## src/rtl/taxi_meter_pkg.sv

```systemverilog
// Shared defaults and encodings for the taxi meter datapath.
// The debounce defaults target a 50 MHz clock: 20 us of stability and a 1 s stop window.
package taxi_meter_pkg;

  localparam int CLK_HZ          = 50_000_000;
  localparam int DEBOUNCE_CYC    = CLK_HZ / 50_000;
  localparam int STOP_WINDOW_CYC = CLK_HZ;

  typedef enum logic [1:0] {
    LO     = 2'd0,
    CHK_HI = 2'd1,
    HI     = 2'd2,
    CHK_LO = 2'd3
  } deb_state_t;

endpackage

```

## src/rtl/wheel_debounce.sv

```systemverilog
// Two-flop synchroniser plus four-state debouncer for a bouncy switch or Hall input.
// evt pulses for one cycle when a rising level has been stable for DEBOUNCE_CYC cycles.
module wheel_debounce #(
  parameter int DEBOUNCE_CYC = taxi_meter_pkg::DEBOUNCE_CYC
) (
  input  logic clk,
  input  logic rst_n,
  input  logic din,
  output logic evt
);
  import taxi_meter_pkg::*;

  localparam int CW = (DEBOUNCE_CYC > 1) ? $clog2(DEBOUNCE_CYC) : 1;
  localparam logic [CW-1:0] CNT_MAX = CW'(DEBOUNCE_CYC - 1);

  logic [1:0]    sync_reg;
  logic          w_s;
  deb_state_t    state_reg, state_next;
  logic [CW-1:0] cnt_reg, cnt_next;

  assign w_s = sync_reg[1];

  always_ff @(posedge clk or negedge rst_n) begin
    if (!rst_n) begin
      sync_reg  <= 2'b00;
      state_reg <= LO;
      cnt_reg   <= '0;
    end else begin
      sync_reg  <= {sync_reg[0], din};
      state_reg <= state_next;
      cnt_reg   <= cnt_next;
    end
  end

  // evt is decoded combinationally so the registered downstream strobe lands one cycle later.
  always_comb begin
    state_next = state_reg;
    cnt_next   = cnt_reg;
    evt        = 1'b0;
    case (state_reg)
      LO: begin
        if (w_s) begin
          state_next = CHK_HI;
          cnt_next   = '0;
        end
      end
      CHK_HI: begin
        if (!w_s) begin
          state_next = LO;
        end else if (cnt_reg == CNT_MAX) begin
          state_next = HI;
          evt        = 1'b1;
        end else begin
          cnt_next = cnt_reg + 1'b1;
        end
      end
      HI: begin
        if (!w_s) begin
          state_next = CHK_LO;
          cnt_next   = '0;
        end
      end
      CHK_LO: begin
        if (w_s) begin
          state_next = HI;
        end else if (cnt_reg == CNT_MAX) begin
          state_next = LO;
        end else begin
          cnt_next = cnt_reg + 1'b1;
        end
      end
      default: state_next = LO;
    endcase
  end

endmodule

```

## src/rtl/ten_meter_pulse_gen.sv

```systemverilog
// Converts debounced wheel edges into one strobe per 10 m and reports motion.
// The divider runs only while en is high; the motion timer runs regardless.
module ten_meter_pulse_gen #(
  parameter int CLK_HZ          = taxi_meter_pkg::CLK_HZ,
  parameter int DEBOUNCE_CYC    = CLK_HZ / 50_000,
  parameter int STOP_WINDOW_CYC = CLK_HZ
) (
  input  logic       clk,
  input  logic       rst_n,
  input  logic       en,
  input  logic       wheel_in,
  input  logic [7:0] pulses_per_ten_m,
  output logic       ten_meter_pulse,
  output logic       moving
);

  localparam int SW = $clog2(STOP_WINDOW_CYC + 1);
  localparam logic [SW-1:0] STOP_MAX = SW'(STOP_WINDOW_CYC);

  logic          wheel_evt;
  logic [7:0]    pcnt;
  logic [7:0]    ratio;
  logic          wrap;
  logic [SW-1:0] stimer, stimer_next;

  wheel_debounce #(
    .DEBOUNCE_CYC(DEBOUNCE_CYC)
  ) u_debounce (
    .clk  (clk),
    .rst_n(rst_n),
    .din  (wheel_in),
    .evt  (wheel_evt)
  );

  assign ratio = (pulses_per_ten_m == 8'd0) ? 8'd1 : pulses_per_ten_m;
  // Widened compare so a ratio lowered below pcnt still wraps on the next event.
  assign wrap  = ({1'b0, pcnt} + 9'd1) >= {1'b0, ratio};

  always_ff @(posedge clk or negedge rst_n) begin
    if (!rst_n) begin
      pcnt            <= 8'd0;
      ten_meter_pulse <= 1'b0;
    end else begin
      ten_meter_pulse <= en & wheel_evt & wrap;
      if (!en) begin
        pcnt <= 8'd0;
      end else if (wheel_evt) begin
        pcnt <= wrap ? 8'd0 : pcnt + 8'd1;
      end
    end
  end

  always_comb begin
    stimer_next = stimer;
    if (wheel_evt) begin
      stimer_next = '0;
    end else if (stimer != STOP_MAX) begin
      stimer_next = stimer + 1'b1;
    end
  end

  always_ff @(posedge clk or negedge rst_n) begin
    if (!rst_n) begin
      stimer <= STOP_MAX;
      moving <= 1'b0;
    end else begin
      stimer <= stimer_next;
      moving <= (stimer_next < STOP_MAX);
    end
  end

endmodule
```

## config.mk

```make
export PLATFORM = sky130hd
export DESIGN_NAME = ten_meter_pulse_gen
export DESIGN_NICKNAME = d
export VERILOG_FILES = /design/src/rtl/taxi_meter_pkg.sv /design/src/rtl/wheel_debounce.sv /design/src/rtl/ten_meter_pulse_gen.sv
export SDC_FILE = /design/constraint.sdc
export NUM_CORES = 1
export LEC_CHECK = 0
export BUFFER_PORTS_ARGS = -buffer_cell sky130_fd_sc_hd__buf_4
export CAP_MARGIN = 5
export CORE_MARGIN = 5
export CORE_UTILIZATION = 55
export CTS_BUF_LIST = sky130_fd_sc_hd__clkbuf_16
export CTS_CLUSTER_SIZE = 8
export DETAILED_ROUTE_END_ITERATION = 16
export PLACE_DENSITY = 0.8
export SKIP_LAST_GASP = 1
export SLEW_MARGIN = 40
export SYNTH_ARGS = -nofsm -noshare
export SYNTH_HDL_FRONTEND = slang
export SYNTH_SLANG_ARGS = --single-unit
```

## constraint.sdc

```tcl
create_clock -name clk -period 3.9 [get_ports clk]
set_clock_uncertainty 0.15 [all_clocks]
set_input_delay 0.195 -clock clk [delete_from_list [all_inputs] [get_ports clk]]
set_output_delay 0.195 -clock clk [all_outputs]
set_load 0.01 [all_outputs]
```

==> results of run 1 <==
[per-stage QoR]
step / hold slack (ns) / setup WS, ns / area (um2) / util, %
after floorplan: -0.251 / 1.30 / 2930 / -
after global placement: 0.0963 / 1.08 / 3100 / 60.3
after detailed placement: 0.0982 / 1.06 / 3110 / 60.4
after CTS: 0.0373 / 1.03 / 3260 / 63.5
after global routing: 0.0428 / 0.803 / 3260 / 63.5
final: 0.0456 / 1.01 / 3260 / 63.5
[per-layer routing]
| metal | vias to the layer above | share of wire (%) | global-route usage (%) |
|---|---|---|---|
| met4 | 0 | 2.6 | 6.54 |
| met1 | 1114 | 44 | 21.7 |
| met2 | 42 | 50 | 28.6 |
| met3 | 19 | 2.9 | 4.26 |
| li1 | 1146 | - | - |
| met5 | - | 0 | 0 |
[report_power, final]
group / internal (mW) / switching, mW / leakage, nW / total, mW
Sequential: 0.526 / 0.00838 / 0.625 / 0.534
Clock: 0.232 / 0.184 / 0.0724 / 0.416
Combinational: 0.0205 / 0.0278 / 0.737 / 0.0483
Total: 0.779 / 0.220 / 1.43 / 0.999
[worst paths after layout]
check | from | to | slack [ns] | cells past startpoint
worst max-delay path | pcnt[2] | pcnt[2] | 1.01 | 9
worst min-delay path | en | pcnt[6] | 0.05 | 2
worst max register to register | pcnt[2] | pcnt[2] | 1.01 | 9
worst min register to register | u_debounce.sync_reg[0] | u_debounce.sync_reg[1] | 0.21 | 0
max in group asynchronous | rst_n | pcnt[6] | 2.89 | 2
min in group asynchronous | rst_n | stimer[0] | 0.31 | 2
[kinds of logic (layout without fill, tap and decap cells)]
group | Yosys count | in the layout | share of synthesized area [%]
xor gates and xnor gates | 36 | 36 | 10.8
and+or+nand+nor | 155 | 155 | 27.4
adders and majority gates | 12 | 12 | 5.13
DFF | 50 | 50 | 43.3
buffers and inverters | 21 | 39 | 2.87
muxes | 6 | 6 | 2.18
AOI/OAI and AO/OA | 37 | 37 | 8.38
[worst max-delay path, stage by stage (launching register included)]
cell,delay (ns)
dfrtp_1,0.42
and3_1,0.19
and3_1,0.23
nand3_1,0.14
xnor2_1,0.18
ha_1,0.30
o2111ai_1,0.14
o2111ai_1,0.59
o21ai_0,0.15
mux2_2,0.28
[layout make-up]
cell class	count	area [um2]
multi-input cells	246	1590
inverters	14	52.6
fillers	446	1880
clock inverters	3	12.5
repair buffers	17	133
flip-flops and latches	50	1270
clock buffers	5	125
well taps	70	87.6
[layout by cell type, fill, tap and decap left out, types with 4 or more instances in the layout]
cell type	netlist	final
nor2_1	46	46
dfrtp_1	38	38
nand2_1	29	29
nand3_1	21	21
xnor2_1	19	19
xor2_1	17	17
inv_1	14	15
buf_4	0	15
ha_1	12	12
dfstp_2	12	12
nand4_1	11	11
o21ai_0	11	11
nor3_1	9	9
a21oi_1	8	8
nand2b_1	6	6
and3_1	5	5
clkbuf_16	0	5
nor4_1	6	4
==> impl_metrics.tcl, run 1 <==
set metrics [dict create \
    port_buffers 13 \
    cts.sinks 50 \
    htree_levels 2 \
    synthDistinctLibCells 48 \
    numCtsBuffers 5 \
    syn_nets 341 \
    largest_reg_flops 26 \
    power_mw 0.999 \
    async_flop_share_pct 100 \
    maxSlewHeadroom_pct 56.1 \
    synth_edf_count 0 \
    stdcell_count 405 \
    dp_hpwl_um 4190 \
    dp_cells 395 \
    final-setup-viol-count 0 \
    ys.warnings.count 0 \
    p_per_area_nw_per_um2 306 \
    cp.required_ns 3.92 \
    post_cts_buffers 0 \
    root_buffer "clkbuf_16" \
    synth_ff_type "dfrtp_1" \
    layout-drive-gt1-share_pct 12.2 \
    netlist.area_leader.share_pct 32.5 \
    finalCriticalPeriod_ns 2.89 \
    p_leak_nw 1.43 \
    detail-route-antenna-nets 0 \
    critical_path_class "reg -> reg" \
    vias 2321 \
    path_clk_slew_ns 0.06 \
    synth_cells 317 \
    drv_slew 0 \
    die_area_um2 6880 \
    drv_cap 0 \
    grt_pass1_wl_um 9930 \
    setup_tns_ns 0 \
    tightest_slew_ns 0.653 \
    grt-ovfl-total 0 \
    diodes 0 \
    nets 358 \
    clock_latency_ns 0.29 \
    rsz0062_at_grt "no" \
    outcome "finished clean" \
    hold_viol_final 0 \
    ys_seq_area_share_pct 43.3 \
    synth-seq-cells 50 \
    irDropWorstVdd_v 0.000224 \
    cts_tree "done" \
    fp.dieH_um 82.9 \
    cp_max_fo 9 \
    syn_area_um2 2930 \
    initial_core_util_pct 56.9 \
    grt_max_degree 51 \
    wl_um 5790 \
    cts_resized 0 \
    yosys.area.top_type "dfrtp_1" \
    antenna_found_initial 0 \
    ctsHoldBuffers 2 \
    grt_pass1_vias 2169 \
    worstSetupStartpointType "flop" \
    worstHoldPathType "in -> reg" \
    ios 14 \
    drt-pass1-iter-count 4 \
    synth_area_per_cell_um2 9.23 \
    gp_congestion 0.914 \
    grt_usage_pct 17.3 \
    synth_common_cells "nor2_1 (46), dfrtp_1 (38), nand2_1 (29), nand3_1 (21), xnor2_1 (19)" \
    num_rows 26 \
    min_period_over_period_pct 74.0 \
    yosys-top-cells-area "dfrtp_1 (33%), dfstp_2 (11%), nor2_1 (5.9%)" \
    drc 0 \
    end_kind "flop" \
    dr.first_iter.drc_count 116 \
    wl_per_cell_um 14.3 \
    vias_per_cell 5.73 \
    cts_max_path_buffers 2 \
    syn_to_final_growth_pct 11.6 \
    yosysMostFrequentCell "nor2_1" \
    die_w_um 82.9 \
    coreArea_um2 5140 \
    fmax_mhz 346 \
    arrival_ns 2.91 \
]
No activity file was read; power rests on OpenSTA's default activity.
==> run 2, diff against run 1 <==
==> constraint.sdc (replaced) <==
create_clock -name clk -period 2.82 [get_ports clk]
set_clock_uncertainty 0.15 [all_clocks]
set_input_delay 0.141 -clock clk [delete_from_list [all_inputs] [get_ports clk]]
set_output_delay 0.141 -clock clk [all_outputs]
set_load 0.01 [all_outputs]
==> run 2 against run 1 <==
Effect of this change:
- hold slack better by 0.15 ns
- sequential share of layout area down 0.80 points
- via count up 1.4%
- die area unchanged
- clock power up 37%
==> impl_metrics.tcl, run 2 (synthesized netlist as in run 1, its figures left out) <==
set metrics [dict create \
    cts.sinks 50 \
    final-setup-viol-count 0 \
    dr.first_iter.drc_count 154 \
    maxSlewHeadroom_pct 59.2 \
    layout-drive-gt1-share_pct 14.3 \
    path_delay_family "simple AND/OR/NAND/NOR gates" \
    slowest_delay_ns 0.43 \
    p_sw_mw 0.298 \
    antenna_found_initial 0 \
    vias 2354 \
    intPower_mw 1.08 \
    cts_max_path_buffers 2 \
    final_cell_area_um2 3330 \
    wl_met1_um 2550 \
    critical_path_class "reg -> reg" \
    dp_hpwl_um 4150 \
    wl_um 5770 \
    placed_area_um2 3150 \
    num_rows 26 \
    comb_power_share_pct 5.1 \
    finalCriticalPeriod_ns 2.65 \
    clock_latency_ns 0.29 \
    hold_viol_final 0 \
    diodes 0 \
    die_area_um2 6880 \
    worstSetupStartpointType "flop" \
    nFillCells 439 \
    cp_max_fo 6 \
    largest_reg_flops 26 \
    htree_levels 2 \
    nets 366 \
    min_period_over_period_pct 94.1 \
    path_buf_inv 1 \
    final_util_pct 64.8 \
    end_kind "flop" \
    worstHoldPathType "reg -> reg" \
    coreArea_um2 5140 \
    swShare_pct 21.7 \
    layout_common_cells "nor2_1 (46), dfrtp_1 (38), nand2_1 (29)" \
    syn_to_final_growth_pct 13.9 \
    initial_core_util_pct 56.9 \
    fmax_mhz 377 \
    p_seq_share_pct 53.7 \
    finalWorstSetupSlack_ns 0.166 \
    fp.dieH_um 82.9 \
    port_buffers 13 \
    grt_usage_pct 17.7 \
    gp_congestion 0.885 \
    cpMostUsedCell "and3_1" \
    drc 0 \
    stdcell_count 413 \
    path_cells "and3_1, and3_1, xor2_1, ha_1, a21oi_1, nor2b_1, o21ai_0, o2111ai_2, buf_4, nand2b_1, nand2_1" \
    numCtsBuffers 5 \
    die_w_um 82.9 \
    wl_per_cell_um 14.0 \
    vias_per_cell 5.70 \
    drt-pass1-iter-count 7 \
    outcome "finished clean" \
    p_leak_nw 1.47 \
    ios 14 \
    final_common_cell "nor2_1" \
    met2_length_um 2780 \
    highest_layer "met4" \
    arrival_ns 2.73 \
    grt-ovfl-total 0 \
    cts_tree "done" \
    grt_pass1_wl_um 10200 \
    cp.required_ns 2.90 \
    post-place-ws_ns -0.00673 \
    dp_cells 401 \
    setup_tns_ns 0 \
    path_clk_slew_ns 0.06 \
    drv_cap 0 \
    irDropWorstVdd_v 0.000339 \
    rsz0062_at_grt "yes" \
    crit_slowest_cell "dfrtp_1" \
    p_per_area_nw_per_um2 413 \
    grt_max_degree 51 \
    grt_pass1_vias 2354 \
    root_buffer "clkbuf_16" \
    wl_met3_um 245 \
    tightest_slew_ns 0.611 \
    p_clk_share_pct 41.3 \
    detail-route-antenna-nets 0 \
    drv_slew 0 \
]
[run 2: cell types whose count changed in the layout (fill, tap and decap cells not counted), sizes merged]
| cell | previous run | this run |
|---|---|---|
| dlygate4sd3 | 2 | 3 |
| buf | 15 | 22 |
[run 2: cell type report]
cell class | count | area [um2] | area share [%]
multi-input combinational | 246 | 1590 | 47.8
clock inverter | 3 | 12.5 | 0.375
clock buffer | 5 | 125 | 3.75
tap | 70 | 87.6 | 2.63
timing repair buffer | 25 | 195 | 5.86
inverter | 14 | 52.6 | 1.58
sequential | 50 | 1270 | 38.0
[run 2: worst reg2reg max path: stages (launching register included)]
cell and delay (ns):
dfrtp_1 0.43, and3_1 0.20, and3_1 0.22, xor2_1 0.16, ha_1 0.32, a21oi_1 0.16
nor2b_1 0.07, o21ai_0 0.24, o2111ai_2 0.24, buf_4 0.21, nand2b_1 0.14, nand2_1 0.07
[run 2: what timing repair did]
item                       CTS  global route
setup endpoints to repair    1             3
hold endpoints to repair    41             0
hold buffers                 3             0
resized for setup            1             1
pin swaps                    0             2
buffers inserted             0             1
[run 2: final timing paths]
check,from,end,slack (ns),depth (start not counted)
max,pcnt[2],pcnt[4],0.17,11
min,u_debounce.sync_reg[0],u_debounce.sync_reg[1],0.20,0
max reg2reg,pcnt[2],pcnt[4],0.17,11
min reg2reg,u_debounce.sync_reg[0],u_debounce.sync_reg[1],0.20,0
max in group asynchronous,rst_n,u_debounce.cnt_reg[0],1.85,2
min in group asynchronous,rst_n,u_debounce.cnt_reg[7],0.26,2
[run 2: power groups by stage]
stage	sequential, mW	combinational [mW]	clock (mW)
global route	0.739	0.0795	0.612
global placement	0.750	0.0632	0
floorplan	0.748	0.0315	0
CTS	0.738	0.0710	0.584
detailed placement	0.751	0.0654	0
finish	0.738	0.0696	0.568
[run 2: metrics by stage]
stage          hold slack (ns)  total power, mW
2_1_floorplan           -0.305            0.780
3_3_place_gp            0.0385            0.813
3_5_place_dp            0.0491            0.816
4_1_cts                  0.204             1.39
5_1_grt                  0.219             1.43
6_report                 0.198             1.38
[run 2: layer usage]
| metal | vias up | track usage, % |
|---|---|---|
| met5 | - | 0 |
| met4 | 0 | 8.92 |
| met3 | 22 | 4.06 |
| met2 | 57 | 29.3 |
| met1 | 1115 | 21.5 |
| li1 | 1160 | - |
